$ cat src/rtl/spi_ram_burst.sv
// SPI slave with an integrated single-port RAM: 2-bit command, address field, then
// back-to-back burst data words with an auto-incrementing pointer. clk is the bit clock.
module spi_ram_burst #(
  parameter int DATA_WIDTH = 8,
  parameter int ADDR_WIDTH = 8,
  parameter int MEM_DEPTH  = 256
) (
  input  logic clk,
  input  logic rst,
  input  logic SS_N,
  input  logic MOSI,
  output logic MISO,
  output logic busy,
  output logic cmd_err
);
  localparam int MAXW  = (ADDR_WIDTH > DATA_WIDTH) ? ADDR_WIDTH : DATA_WIDTH;
  localparam int CNT_W = (MAXW > 1) ? $clog2(MAXW) : 1;
  localparam int IDX_W = (MEM_DEPTH > 1) ? $clog2(MEM_DEPTH) : 1;

  localparam logic [2:0] IDLE      = 3'd0;
  localparam logic [2:0] CMD       = 3'd1;
  localparam logic [2:0] ADDR      = 3'd2;
  localparam logic [2:0] WRITE     = 3'd3;
  localparam logic [2:0] READ_TURN = 3'd4;
  localparam logic [2:0] READ      = 3'd5;
  localparam logic [2:0] IGNORE    = 3'd6;

  localparam logic [ADDR_WIDTH:0]   DEPTH_V  = (ADDR_WIDTH+1)'(MEM_DEPTH);
  localparam logic [ADDR_WIDTH-1:0] LAST_PTR = ADDR_WIDTH'(MEM_DEPTH - 1);
  localparam logic [CNT_W-1:0]      ADDR_END = CNT_W'(ADDR_WIDTH - 1);
  localparam logic [CNT_W-1:0]      WORD_END = CNT_W'(DATA_WIDTH - 1);

  logic [DATA_WIDTH-1:0] mem [MEM_DEPTH];

  logic [2:0]            state_q, state_d;
  logic [CNT_W-1:0]      cnt_q, cnt_d;
  logic [ADDR_WIDTH-1:0] ptr_q, ptr_d;
  logic [DATA_WIDTH-1:0] rx_q, rx_d;
  logic [DATA_WIDTH-1:0] tx_q, tx_d;
  logic                  is_rd_q, is_rd_d;
  logic                  armed_q, armed_d;
  logic                  miso_q, miso_d;
  logic                  cmd_err_q, cmd_err_d;

  logic                  in_range, mem_we;
  logic [ADDR_WIDTH-1:0] ptr_nxt;
  logic [DATA_WIDTH-1:0] rd_word, wr_word;

  // Pointer wraps at the last real word; out-of-range pointers wrap naturally at 2**ADDR_WIDTH.
  assign in_range = {1'b0, ptr_q} < DEPTH_V;
  assign ptr_nxt  = (ptr_q == LAST_PTR) ? '0 : ptr_q + ADDR_WIDTH'(1);
  assign rd_word  = in_range ? mem[ptr_q[IDX_W-1:0]] : '0;
  assign wr_word  = {rx_q[DATA_WIDTH-2:0], MOSI};

  always_comb begin
    state_d   = state_q;
    cnt_d     = cnt_q;
    ptr_d     = ptr_q;
    rx_d      = rx_q;
    tx_d      = tx_q;
    is_rd_d   = is_rd_q;
    armed_d   = armed_q | SS_N;
    cmd_err_d = 1'b0;
    mem_we    = 1'b0;
    case (state_q)
      IDLE: if (!SS_N && armed_q) begin
        state_d = CMD;
        is_rd_d = MOSI;
        armed_d = 1'b0;
        cnt_d   = '0;
      end
      CMD: if (is_rd_q == MOSI) state_d = ADDR;
           else begin
             state_d   = IGNORE;
             cmd_err_d = 1'b1;
           end
      // The pointer doubles as the address shift register.
      ADDR: begin
        ptr_d = {ptr_q[ADDR_WIDTH-2:0], MOSI};
        cnt_d = cnt_q + CNT_W'(1);
        if (cnt_q == ADDR_END) begin
          cnt_d   = '0;
          state_d = is_rd_q ? READ_TURN : WRITE;
        end
      end
      WRITE: begin
        rx_d  = wr_word;
        cnt_d = cnt_q + CNT_W'(1);
        if (cnt_q == WORD_END) begin
          cnt_d  = '0;
          mem_we = in_range;
          ptr_d  = ptr_nxt;
        end
      end
      READ_TURN: begin
        tx_d    = rd_word;
        ptr_d   = ptr_nxt;
        cnt_d   = '0;
        state_d = READ;
      end
      READ: begin
        tx_d  = tx_q << 1;
        cnt_d = cnt_q + CNT_W'(1);
        if (cnt_q == WORD_END) begin
          tx_d  = rd_word;
          ptr_d = ptr_nxt;
          cnt_d = '0;
        end
      end
      IGNORE: ;
      default: state_d = IDLE;
    endcase
    // Abort: any partial word is dropped and the pointer keeps its pre-edge value.
    if (SS_N && state_q != IDLE) begin
      state_d   = IDLE;
      mem_we    = 1'b0;
      ptr_d     = ptr_q;
      cmd_err_d = 1'b0;
    end
    miso_d = (state_d == READ) ? tx_d[DATA_WIDTH-1] : 1'b0;
  end

  always_ff @(posedge clk) begin
    if (rst) begin
      state_q   <= IDLE;
      cnt_q     <= '0;
      ptr_q     <= '0;
      rx_q      <= '0;
      tx_q      <= '0;
      is_rd_q   <= 1'b0;
      armed_q   <= 1'b0;
      miso_q    <= 1'b0;
      cmd_err_q <= 1'b0;
    end else begin
      state_q   <= state_d;
      cnt_q     <= cnt_d;
      ptr_q     <= ptr_d;
      rx_q      <= rx_d;
      tx_q      <= tx_d;
      is_rd_q   <= is_rd_d;
      armed_q   <= armed_d;
      miso_q    <= miso_d;
      cmd_err_q <= cmd_err_d;
    end
  end

  always_ff @(posedge clk) begin
    if (!rst && mem_we) mem[ptr_q[IDX_W-1:0]] <= wr_word;
  end

  assign MISO    = miso_q;
  assign busy    = (state_q != IDLE);
  assign cmd_err = cmd_err_q;
endmodule

$ cat config.mk
export PLATFORM = sky130hd
export DESIGN_NAME = spi_ram_burst
export DESIGN_NICKNAME = d
export VERILOG_FILES = /design/src/rtl/spi_ram_burst.sv
export SDC_FILE = /design/constraint.sdc
export NUM_CORES = 2
export LEC_CHECK = 0
export BUFFER_PORTS_ARGS = -buffer_cell sky130_fd_sc_hd__buf_2
export CORE_ASPECT_RATIO = 0.75
export CORE_MARGIN = 2
export CORE_UTILIZATION = 30
export DETAILED_ROUTE_END_ITERATION = 8
export PLACE_DENSITY = 0.44
export SYNTH_ARGS = -nofsm -noshare
export SYNTH_HDL_FRONTEND = slang
export SYNTH_SLANG_ARGS = --single-unit
$ cat constraint.sdc
create_clock -name clk -period 8.5 [get_ports clk]
set_input_delay 0.425 -clock clk [delete_from_list [all_inputs] [get_ports clk]]
set_output_delay 0.425 -clock clk [all_outputs]
set_load 0.005 [all_outputs]
==> metrics.txt <==
routed len/inst 29.9 um; GPL Wtd Cong 0.789; Port Buffers 6; ys flop type edfxtp_1; skew final 41.5 ps; initial antenna violation count 11; post-layout util 0.340; die height 454 um; Seq. cell area 62300 um2; Area Overhead vs Synth 13.0%; share of cells above drive strength 1 0.260; critical path's slowest cell nor3b_1; syn nets 3643; site row count 165; post-route ant nets 0; vias per inst 5.05; DR iter-0 viols 4139; area of the multi-input gates 17600 um2; endpoints failing setup 0; hold_buf cts 2; Cell Chain, Critical Path nand2_1 > nor2_1 > nand3_1 > nor3b_1 > nand2_1 > nor2_1; Setup Fix Bufs, Post-CTS 0; Ports 7; Slew headroom 0.0525; CTS resizes 0; Nets 3742; Hold WC Path Type in -> reg; Power Density 228 nW/um2; sequential share of the synthesized area 0.770; RSZ-0062 raised after global routing no; via count 37800; die area 274000 um2; total gr overflow 0; Bufs and invs on worst path 0; Syn Inst Count 3633; fillcell total 25000; worst-skew pair later-pin latency 860 ps; sum of negative setup slack 0 ps; vias in the first global route 37800; Placeable Area 269000 um2; Placed Cells 7112; Post-synth ARST share 0; crit end category register; outcome complete, no violations; WP data required 8960 ps; Initial Util 0.301; clock root buffer clkbuf_16; CTS H-Tree Depth 4; Finished Layout Cells 7482; Fin. Hold Viols 0; hpwl dp 133 mm; Fmax 0.204 GHz; Distinct cells, synth 61; design area 91500 um2; largest net degree at the start of global routing 203; leak pwr 27.3 nW; Tmin final 4910 ps; startpoint type of the worst setup path register; most frequent cells in the layout edfxtp_1 (2048), mux4_2 (606), nor2_1 (298), clkbuf_16 (209), nand2_1 (88); total CTS buffers 206; clk slew on worst S/H paths 60 ps; delay-heaviest family, CP simple AND/OR/NAND/NOR gates; most common cell after layout, fill and taps aside edfxtp_1; YS warnings 0; die width 604 um; WS Path Type reg -> reg; TritonCTS clock tree yes; peak supply drop 0.160 mV; Max Root-Sink Buffers 4; maxcap violations 0; #FFs+latches synth 2088; Tcrit/Tclk final 0.578; first-pass GRT wire length 313 mm; Post-synth EDFFs 2048; fin. max-slew vios 0; Max Fanout on Critical Path 16; Total Routed Length 223 mm; slowest cell delay on critical path 1170 ps; Clock Sinks 2088; Worst Max-Slew Pin Slew 1420 ps; Post-Place Cell Area 85400 um2; drt drc 0; Total GRT Usage 0.162; crit path DAT 5370 ps; TritonRoute pass-1 iters 5; Post-Syn Area 81000 um2; Syn Area/Cell 22.3 um2
-- where the power goes --
group	switching, W	internal, W	total [W]
Sequential	0.0000284	0.0112	0.0112
Combinational	0.000590	0.000502	0.00109
Clock	0.00389	0.00468	0.00857
-- worst reg2reg max path, cell delays in order, from the launching register on --
cell and delay (ps):
dfxtp_1 560, nand2_1 120, nor2_1 470, nand3_1 390
nor3b_1 1170, nand2_1 860, nor2_1 930
-- sequential cells by signal, summed over array words and instances (netlist names), named ones only --
register  cells
armed_q       1
ptr_q         8
MISO          1
tx_q          7
cnt_q         3
mem        2048
state_q       3
is_rd_q       1
rx_q          7
cmd_err       1
-- stage by stage --
stage | total power, W | setup WS [ps] | hold WS [ps]
after CTS | 0.0211 | 3590 | 48.6
after global routing | 0.0215 | 3320 | 98.3
final | 0.0208 | 3590 | 129
after global placement | 0.0125 | 3560 | 471
after floorplan | 0.0121 | 4230 | 452
after detailed placement | 0.0125 | 3610 | 483
-- cell families after synthesis --
logic type,synth area share
mux,0.179
simple gates,0.0247
xor+xnor,0.000216
flops,0.770
compound gates,0.0125
fa+ha+maj,0.000927
buf+inv,0.0136
-- final timing paths --
kind | startpoint | to | slack, ps | depth (start not counted)
hold reg to reg | armed_q | armed_q | 500 | 2
setup / recovery | state_q[1] | mem[93][5] | 3590 | 6
hold / removal | rst | cnt_q[2] | 130 | 2
setup reg to reg | state_q[1] | mem[93][5] | 3590 | 6
-- synthesized netlist by cell type (7+ instances only) --
| cell type | n | area share |
|---|---|---|
| mux2i_1 | 64 | 0.0079 |
| nor2b_1 | 17 | 0.0013 |
| o21ai_0 | 27 | 0.0017 |
| clkbuf_1 | 90 | 0.0042 |
| mux2_2 | 15 | 0.0021 |
| a21oi_1 | 29 | 0.0018 |
| nand2_1 | 96 | 0.0045 |
| mux4_2 | 606 | 0.17 |
| nand3_1 | 21 | 0.0013 |
| buf_6 | 11 | 0.0015 |
| nor3_1 | 10 | 0.00062 |
| buf_2 | 61 | 0.0038 |
| edfxtp_1 | 2048 | 0.76 |
| buf_1 | 22 | 0.0010 |
| a211oi_1 | 7 | 0.00065 |
| dfxtp_1 | 40 | 0.0099 |
| a22oi_1 | 39 | 0.0036 |
| buf_4 | 23 | 0.0021 |
| nor2_1 | 299 | 0.014 |
| inv_1 | 8 | 0.00037 |
-- layer usage --
layer  global-route usage  up-vias  part of all wire  wire, um
li1                     -    15500                 -         -
met1                0.253    20900              0.48    108000
met2                0.231     1139              0.43     96000
met3               0.0296      269             0.063     14100
met4               0.0369        0             0.022      4950
met5                    0        -                 0         0
-- cell type report --
cell class,instances,share of cell area
timing repair buffer,100,0.00985
multi-input combinational,1324,0.193
clock inverter,104,0.00672
clock buffer,261,0.0595
inverter,12,0.000574
antenna,3,0.0000821
tap,3590,0.0491
sequential,2088,0.681
Power figures use the tool's default switching activity.
